File: src/rtl/mem_responder.sv
// mem_responder: CPU-side memory with configurable wait states and a loader port.
// Each level-held request is served once. rsp_ready pulses WAIT_STATES+1 cycles
// after the accept edge, and the request must drop before the next accept.
module mem_responder #(
    parameter int AWIDTH      = 5,
    parameter int DWIDTH      = 8,
    parameter int WAIT_STATES = 1
) (
    input  logic              clk,
    input  logic              rst,
    input  logic              req_rd,
    input  logic              req_wr,
    input  logic [AWIDTH-1:0] req_addr,
    input  logic [DWIDTH-1:0] req_wdata,
    output logic [DWIDTH-1:0] rsp_rdata,
    output logic              rsp_ready,
    output logic              busy,
    output logic              req_err,
    input  logic              load_we,
    input  logic [AWIDTH-1:0] load_addr,
    input  logic [DWIDTH-1:0] load_data
);

    // state   | meaning
    // IDLE    | ready to accept; loader writes only land here
    // WAIT    | counting down wait states
    // DONE    | one cycle: commit write or capture read data, pulse rsp_ready
    // RELEASE | wait for both strobes low before returning to IDLE
    typedef enum logic [1:0] {S_IDLE, S_WAIT, S_DONE, S_RELEASE} state_t;

    localparam logic [3:0] WS_INIT = (WAIT_STATES == 0) ? 4'd0 : 4'(WAIT_STATES - 1);

    logic [DWIDTH-1:0] mem_q [2**AWIDTH];

    state_t            state_q;
    logic [3:0]        cnt_q;
    logic [AWIDTH-1:0] addr_q;
    logic [DWIDTH-1:0] wdata_q;
    logic              is_wr_q;
    logic [DWIDTH-1:0] rsp_rdata_q;
    logic              rsp_ready_q;
    logic              busy_q;
    logic              req_err_q;

    logic              mem_we_d;
    logic [AWIDTH-1:0] mem_waddr_d;
    logic [DWIDTH-1:0] mem_wdata_d;

    // Store write port: loader in IDLE, CPU write commit in DONE; nothing during reset.
    always_comb begin
        mem_we_d    = 1'b0;
        mem_waddr_d = load_addr;
        mem_wdata_d = load_data;
        if (!rst) begin
            if (state_q == S_IDLE && load_we) begin
                mem_we_d = 1'b1;
            end else if (state_q == S_DONE && is_wr_q) begin
                mem_we_d    = 1'b1;
                mem_waddr_d = addr_q;
                mem_wdata_d = wdata_q;
            end
        end
    end

    // Storage array, deliberately not cleared by reset.
    always_ff @(posedge clk) begin
        if (mem_we_d) begin
            mem_q[mem_waddr_d] <= mem_wdata_d;
        end
    end

    // Request sequencing FSM with registered response outputs.
    always_ff @(posedge clk) begin
        if (rst) begin
            state_q     <= S_IDLE;
            cnt_q       <= 4'd0;
            rsp_rdata_q <= '0;
            rsp_ready_q <= 1'b0;
            busy_q      <= 1'b0;
            req_err_q   <= 1'b0;
        end else begin
            rsp_ready_q <= 1'b0;
            req_err_q   <= 1'b0;
            case (state_q)
                S_IDLE: begin
                    // A loader write takes the cycle; the CPU request is retried next cycle.
                    if (!load_we) begin
                        if (req_rd && req_wr) begin
                            req_err_q <= 1'b1;
                            busy_q    <= 1'b1;
                            state_q   <= S_RELEASE;
                        end else if (req_rd || req_wr) begin
                            addr_q  <= req_addr;
                            wdata_q <= req_wdata;
                            is_wr_q <= req_wr;
                            busy_q  <= 1'b1;
                            if (WAIT_STATES == 0) begin
                                state_q <= S_DONE;
                            end else begin
                                cnt_q   <= WS_INIT;
                                state_q <= S_WAIT;
                            end
                        end
                    end
                end
                S_WAIT: begin
                    if (cnt_q == 4'd0) begin
                        state_q <= S_DONE;
                    end else begin
                        cnt_q <= cnt_q - 4'd1;
                    end
                end
                S_DONE: begin
                    rsp_ready_q <= 1'b1;
                    if (!is_wr_q) begin
                        rsp_rdata_q <= mem_q[addr_q];
                    end
                    state_q <= S_RELEASE;
                end
                S_RELEASE: begin
                    if (!req_rd && !req_wr) begin
                        busy_q  <= 1'b0;
                        state_q <= S_IDLE;
                    end
                end
                default: state_q <= S_IDLE;
            endcase
        end
    end

    assign rsp_rdata = rsp_rdata_q;
    assign rsp_ready = rsp_ready_q;
    assign busy      = busy_q;
    assign req_err   = req_err_q;

endmodule

File: config.mk
export PLATFORM = sky130hd
export DESIGN_NAME = mem_responder
export DESIGN_NICKNAME = d
export VERILOG_FILES = /design/src/rtl/mem_responder.sv
export SDC_FILE = /design/constraint.sdc
export NUM_CORES = 1
export LEC_CHECK = 0
export ABC_AREA = 1
export BUFFER_PORTS_ARGS = -buffer_cell sky130_fd_sc_hd__buf_2
export CAP_MARGIN = 25
export CORE_MARGIN = 4
export CORE_UTILIZATION = 45
export CTS_CLUSTER_DIAMETER = 200
export DETAILED_ROUTE_END_ITERATION = 6
export GPL_ROUTABILITY_DRIVEN = 0
export GPL_TIMING_DRIVEN = 0
export PLACE_DENSITY = 0.61
export SETUP_SLACK_MARGIN = 0.1
export SLEW_MARGIN = 20
export SYNTH_ARGS = -nofsm -noshare
export SYNTH_HDL_FRONTEND = slang
export SYNTH_SLANG_ARGS = --single-unit
File: constraint.sdc
create_clock -name clk -period 2.1 [get_ports clk]
set_input_delay 0.315 -clock clk [delete_from_list [all_inputs] [get_ports clk]]
set_output_delay 0.315 -clock clk [all_outputs]
set_load 0.1 [all_outputs]
# Word level (Yosys, flattened, before mapping)
# Memories as Yosys holds them, arrays and structs flattened. A register that Yosys moved wholly into a read port is not among the register bits.
# Index checks and enable logic that the tools add are counted.
[totals]
regBits = 23
out_inout_bits = 11
ramBits = 256
inputBits = 31
n_memories = 1
word_cells = 71
[mem_list]
columns = ["memory", "words", "word_bits", "read_ports", "rd_ports_with_merged_regs", "wr", "line_no", "source"]
rows = [
  ["mem_q", 32, 8, 1, 1, 1, "33", "logic [DWIDTH-1:0] mem_q [2**AWIDTH];"],
]
[classes]
n_mux = 29
eq_ne = 10
bitwise_logic = 5
n_reduce_logical = 17
n_addsub = 1
[op_table]
columns = ["cell", "count"]
rows = [
  ["$mux 8", 3],
  ["$mux 4", 4],
  ["$mux 5", 3],
  ["$mux 1", 11],
  ["$mux 2", 5],
  ["$ne 2x2->1 const B", 5],
  ["$reduce_and 5->1", 2],
  ["$pmux 2 s4", 1],
  ["$pmux 4 s2", 1],
  ["$reduce_and 4->1", 2],
  ["$not 1->1", 5],
  ["$eq 2x2->1 const B", 2],
  ["$logic_and 1x1->1", 4],
  ["$logic_not 4->1", 1],
  ["$reduce_bool 2->1", 2],
  ["$sub 4x1->4 const B", 1],
  ["$ne 3x1->1 const B", 1],
  ["$reduce_or 3->1", 1],
  ["$eq 2x1->1 const B", 1],
  ["$logic_not 1->1", 2],
  ["$logic_not 2->1", 1],
  ["$ne 2x1->1 const B", 1],
  ["$pmux 1 s2", 1],
  ["$reduce_and 2->1", 1],
  ["$logic_or 1x1->1", 1],
]

# Longest topological paths before layout
# Gate-level depths: netlist (run 1).
[depth]
word_depth = 7
depth_mapped = 13
depth_no_buf = 11

# Worst setup path before layout (run 1)
# No wires, ideal clock.
[synth_path]
path_type = "register -> register"
startpoint = "reg state_q[0]"
endpoint = "mem mem_q[0][0] (enable)"
stages_incl_launch_ff = 13
n_path_buf = 2
arrival_time_ns = 1.935
path_slack_ns = -0.205
setup_ns = 0.370
period_less_slack_ns = 2.305
t_required_ns = 1.730
path_cell_list = "dfxtp_1 -> inv_1 -> ha_1 -> nand2_1 -> and3_1 -> buf_6 -> buf_6 -> nand2_2 -> o21ai_2 -> inv_2 -> nor2_2 -> nand2_2 -> nor2_1"
[synth_via]
elab_chain_len = 7
word_cells_on_any_way = 12
cone_classes = "eq/ne (1); mux (8); reduce/logical (3)"
[synth_rtl]
columns = ["item", "line_no", "source"]
rows = [
  ["from (decl)", "35", "state_t state_q;"],
  ["from (signal assigned)", "75", "state_q <= S_IDLE;"],
  ["from (signal assigned)", "91", "state_q <= S_RELEASE;"],
  ["from (signal assigned)", "98", "state_q <= S_DONE;"],
  ["$eq 2x2->1", "57", "end else if (state_q == S_DONE && is_wr_q) begin"],
  ["$logic_and 1x1->1", "57", ""],
  ["$mux 1", "57", ""],
  ["$mux 1", "55", "if (state_q == S_IDLE && load_we) begin"],
  ["$mux 1", "54", "if (!rst) begin"],
  ["$mux 1", "67", "if (mem_we_d) begin"],
  ["$mux 1 (not written as such)", "68", "mem_q[mem_waddr_d] <= mem_wdata_d;"],
  ["to (decl)", "33", ""],
]
# Several ways; a longest one is shown, not always the timed one.

# Final worst setup path (run 1)
[layout_path]
startpoint = "reg state_q[1]"
endpoint = "mem mem_q[18][1] (enable)"
# Same word-level chain as after synthesis.

==> results of run 1 <==
power by group through the flow:
stage                     Sequential (uW)  Combinational, uW  Clock [uW]
after floorplan                      6970               1160           0
after global placement               6700               1990           0
after detailed placement             6700               2020           0
after CTS                            6590               2360        5700
after global routing                 6610               2750        5920
final                                6600               2590        5630
per-layer routing:
layer,part of all wire,global-route usage,vias to the layer above
li1,-,-,3981
met1,0.38,0.335,4173
met2,0.47,0.390,544
met3,0.11,0.0537,117
met4,0.041,0.0778,0
met5,0,0,-
worst paths after layout:
path	end	slack, ns	depth (start not counted)
max	mem_q[18][1]	-0.18	11
min	state_q[1]	0.07	3
max reg2reg	mem_q[18][1]	-0.18	11
min reg2reg	cnt_q[0]	0.47	2
cells by family after synthesis:
kind of cell / count (synthesis)
xor+xnor: 1
flops: 287
fa+ha+maj: 6
simple gates: 620
buf+inv: 82
compound gates: 34
mux: 8
what timing repair did:
action	CTS	global route
endpoints found under the hold margin	16	0
gates cloned	10	7
resized for setup	49	74
hold buffers	15	0
endpoints found under the setup margin	520	520
pin swaps	41	19
buffers inserted	44	14
through the flow:
| step | TNS (ns) | hold slack (ns) | worst slack [ns] | util |
|---|---|---|---|---|
| 2_1_floorplan | -0.394 | 0.384 | -0.0213 | - |
| 3_3_place_gp | -96.30 | 0.457 | -0.276 | 0.497 |
| 3_5_place_dp | -110.01 | 0.465 | -0.306 | 0.497 |
| 4_1_cts | -44.15 | 0.0521 | -0.153 | 0.579 |
| 5_1_grt | -79.57 | 0.0633 | -0.256 | 0.595 |
| 6_report | -47.84 | 0.0678 | -0.184 | 0.595 |
cells in the final DEF, fill, tap and decap left out, types with 11 or more instances in the layout:
master and count:
nor2_4 37, clkbuf_16 31, nand2_1 343, dlygate4sd3_1 15, buf_2 54, buf_4 29
buf_12 29, clkbuf_4 11, edfxtp_1 270, mux2_4 17, dfxtp_1 15, buf_6 15
nand3_1 213, inv_1 13, o21ai_0 14
worst max-delay path: cells and delay by family, from the launching register on:
family | cells | cell delay, ns
fa+ha+maj | 1 | 0.15
compound gates | 1 | 0.17
simple gates | 5 | 0.85
flops | 1 | 0.37
buf+inv | 4 | 0.41
final cells by class:
cell class                 instances  area (um2)  area share
inverter                          25         114     0.00738
tap                              335         419      0.0272
clock buffer                      34         787      0.0510
timing repair buffer             116        1240      0.0804
clock inverter                    24         272      0.0176
sequential                       287        8460       0.548
multi-input combinational        684        3750       0.243
buffer                            57         387      0.0251
sequential cells by signal (all words and copies together) (netlist names):
signal     count
is_wr_q        1
state_q        2
rsp_rdata      8
cnt_q          4
req_err        1
addr_q         5
busy           1
mem_q        256
wdata_q        8
rsp_ready      1
==> results.yml, run 1 <==
clocking:
  root_buffer: "clkbuf_16"
  numCtsBuffers: 31
  clk_latency_ns: 0.56
  clock_sinks: 287
  clockBufferDepth: 3
  htreeDepth: 1
  cts_tree: "done"
  clk_pin_slew_ns: 0.06
power_and_ir_drop:
  p_clk_frac: 0.380
  peakVddDrop_uv: 913
  p_comb_frac: 0.175
  p_leak_uw: 0.00581
  power.internal_uw: 10800
  seq_power_share: 0.445
  swShare: 0.272
  cellPowerDensity_nw_per_um2: 961
  p_sw_uw: 4040
  p_total_uw: 14800
global_route:
  gr-total-overflow: 0
  grt_usage: 0.244
  antenna_found_initial: 1
  grt_pass1_vias: 8197
  grt_max_degree: 33
  grt_pass1_wl_um: 51600
final_layout:
  final_area_um2: 15400
  fillers: 2038
  nNetsFinal: 1239
  area_delta_synth_final_pct: 30.7
  fin_cells: 1562
  layout-drive-gt1-share: 0.244
  n_antenna_cell: 0
job:
  maxCapViolCount: 0
yosys:
  avgSynthCellArea_um2: 11.4
  synth_edf_count: 270
  synthMuxAreaShare: 0.00763
  synthAdderAreaFrac: 0.00636
  synth_top_area_share: 0.687
  yosysUniqueCellTypes: 29
  synth_compound_gate_area_share: 0.0163
  netlist_area_um2: 11800
  ys_seq_area_frac: 0.716
  synth_common_cells: "352 x nand2_1, 270 x edfxtp_1, 217 x nand3_1, 42 x nor2_1, 29 x buf_2"
  yosys.area_share.simple: 0.223
  synth_async_sr_flop_share: 0
  synth_area_leaders: "edfxtp_1 69%, nand2_1 11%, nand3_1 9.2%"
  synth_cells: 1038
  synth.largest_area_cell: "edfxtp_1"
  ys_warn_count: 0
  ys_seq_elements: 287
  ys.flop_type: "edfxtp_1"
  syn_nets: 1075
  synth_most_common_cell: "nand2_1"
  synth_xor_area_frac: 0.000742
  synth_top_family_by_area: "simple AND/OR/NAND/NOR gates"
sta:
  worst_pin_slew_ns: 0.841
  slew_violations: 0
  timing.fmax_ghz: 0.438
  post-route-min-period_ns: 2.28
  max_slew_margin: 0.440
  timing.final.hold_violations: 0
  setup_violations: 447
  rsz0062_at_grt: "true"
  skew_ns: 0.0172
  min_period_over_period: 1.09
  setup_ws_ns: -0.184
route:
  drtAntennaViolNets: 0
  viasPerCell: 5.64
  routed_wl_um: 37700
  first_iter_violations: 1264
  drc: 4
  dr.pass1.iters: 7
  vias: 8815
  post_drt_wl_per_cell_um: 24.1
run_status:
  violations: "DRC, setup timing"
  status: "finished with violations"
critical_path:
  worst_ep_arrival_time_ns: 2.52
  worstPathCellList: "inv_4 -> ha_4 -> nand2_4 -> and3_4 -> buf_12 -> buf_16 -> o21ai_4 -> inv_2 -> nor2_4 -> nand2_4 -> nor2_4"
  cp.required_ns: 2.34
  cpPeakStageDelay_ns: 0.37
  crit_start: "state_q[1]"
  endpoint_kind: "flip-flop"
  slowest_stage: "dfxtp_4"
  crit_type: "flip-flop to flip-flop"
  start_kind: "flip-flop"
  cp_max_fo: 8
  r2r-start: "state_q[1]"
place:
  place_hpwl_um: 20700
  dpl_cell_area_um2: 12900
  dp.cells: 1414
  io_buffers: 41
floorplan:
  ios: 42
  dieWidth_um: 170
  die-area_um2: 28900
  row_count: 59
  core_um2: 25900
  die_height_um: 170
  initial_utilization: 0.455
min_path:
  hp-start: "req_rd"
  holdCritPathClass: "primary input to flip-flop"
No activity file was read; power rests on OpenSTA's default activity.
==> run 2, diff against run 1 <==
--- a/config.mk
+++ b/config.mk
@@ -14,6 +14,7 @@
 export DETAILED_ROUTE_END_ITERATION = 6
 export GPL_ROUTABILITY_DRIVEN = 0
 export GPL_TIMING_DRIVEN = 0
+export HOLD_SLACK_MARGIN = 0.15
 export PLACE_DENSITY = 0.61
 export SETUP_SLACK_MARGIN = 0.1
 export SLEW_MARGIN = 20
==> results.yml, run 2 (synthesis results as in run 1) <==
run_status:
  status: "finished with violations"
  violations: "setup timing"
sta:
  holdWs_ns: 0.268
  post-route-min-period_ns: 2.29
  min_period_over_period: 1.09
  setup_violations: 433
  timing.fmax_ghz: 0.436
  setup_ws_ns: -0.193
  timing.final.hold_violations: 0
  skew_ns: 0.0194
  worst_pin_slew_ns: 0.843
  slew_violations: 0
  rsz0062_at_grt: "true"
  max_slew_margin: 0.438
route:
  dr.pass1.iters: 6
  viasPerCell: 5.66
  first_iter_violations: 1125
  vias: 8831
  drc: 0
  post_drt_wl_per_cell_um: 24.0
  routed_wl_um: 37500
  drtAntennaViolNets: 0
final_layout:
  largest-register: "mem_q"
  final_cell_mix: "343 x nand2_1, 270 x edfxtp_1, 213 x nand3_1"
  nNetsFinal: 1236
  fin_util: 0.593
  largest_reg_flops: 256
  multi_input_area_um2: 3750
  area_delta_synth_final_pct: 30.3
  fillers: 2039
  layout-drive-gt1-share: 0.239
  regArea_um2: 8460
  mostFrequentLayoutCell: "nand2_1"
clocking:
  root_buffer: "clkbuf_16"
  cts_tree: "done"
  clk_latency_ns: 0.56
  clockBufferDepth: 3
  numCtsBuffers: 31
  clock_sinks: 287
  clk_pin_slew_ns: 0.06
  htreeDepth: 1
floorplan:
  dieWidth_um: 170
  ios: 42
  row_count: 59
  initial_utilization: 0.455
  die_height_um: 170
  core_um2: 25900
  die-area_um2: 28900
critical_path:
  cp_max_fo: 8
  crit_type: "flip-flop to flip-flop"
  cp.required_ns: 2.34
  start_kind: "flip-flop"
  worst_ep_arrival_time_ns: 2.54
  endpoint_kind: "flip-flop"
power_and_ir_drop:
  p_leak_uw: 0.00579
  p_comb_frac: 0.172
  p_sw_uw: 4030
  peakVddDrop_uv: 910
  cellPowerDensity_nw_per_um2: 962
  power.internal_uw: 10800
  seq_power_share: 0.447
  p_clk_frac: 0.381
  swShare: 0.272
job:
  maxCapViolCount: 0
global_route:
  grt_pass1_wl_um: 51600
  grt_max_degree: 33
  grt_pass1_vias: 8216
  antenna_found_initial: 1
  grt_usage: 0.244
  gr-total-overflow: 0
place:
  place_ws_ns: -0.306
  place_hpwl_um: 20700
  io_buffers: 41
min_path:
  holdCritPathClass: "primary input to flip-flop"
## run 2: cell types whose count changed in the layout (fill, tap and decap cells not counted), sizes merged
cell and delta:
diode +1, clkbuf +1, dlygate4sd3 +3, buf -7
## run 2: layout make-up
class	instances	area share
Tap cell	335	0.0273
Sequential cell	287	0.550
Antenna cell	1	0.000163
Inverter	25	0.00740
Multi-Input combinational cell	684	0.244
Timing Repair Buffer	114	0.0781
Clock buffer	34	0.0512
Buffer	56	0.0245
Clock inverter	24	0.0177
## run 2: repair_timing
item,4_1_cts,5_1_grt
setup buffers,44,9
endpoints found under the setup margin,520,520
resized for setup,49,64
hold buffers,18,0
pin swaps,41,18
hold endpoints to repair,18,0
gates cloned,10,7
## run 2: power groups by stage
stage | clock [uW] | combinational (uW) | sequential, uW
after floorplan | 0 | 1160 | 6970
after global placement | 0 | 1990 | 6700
after detailed placement | 0 | 2020 | 6700
after CTS | 5700 | 2360 | 6590
after global routing | 5920 | 2710 | 6610
final | 5630 | 2550 | 6600
## run 2: layer usage
metal	GRT usage	share of wire	vias up
met4	0.0781	0.040	0
met3	0.0537	0.11	103
li1	-	-	3970
met2	0.390	0.47	550
met5	0	0	-
met1	0.335	0.38	4208
## run 2: metrics by stage
stage,std cells,area [um2],TNS [ns],total power [uW]
after floorplan,1038,12300,-0.394,8130
after global placement,1414,12900,-96.30,8680
after detailed placement,1414,12900,-110.01,8720
after CTS,1544,15000,-44.09,14700
after global routing,1559,15400,-81.64,15200
final,1560,15400,-53.19,14800
## run 2: worst max-delay path, cell delays in order (launching register included)
cell     delay (ns)
dfxtp_4        0.37
inv_4          0.07
ha_4           0.14
nand2_4        0.06
and3_4         0.20
buf_12         0.12
buf_16         0.14
o21ai_4        0.18
inv_2          0.08
nor2_4         0.22
nand2_4        0.14
nor2_4         0.25
## run 2: final timing paths
kind,start,end,slack (ns),cells after the start
max,state_q[1],mem_q[19][5],-0.19,11
min,load_we,busy,0.27,6
max reg2reg,state_q[1],mem_q[19][5],-0.19,11
min reg2reg,cnt_q[0],cnt_q[0],0.47,2
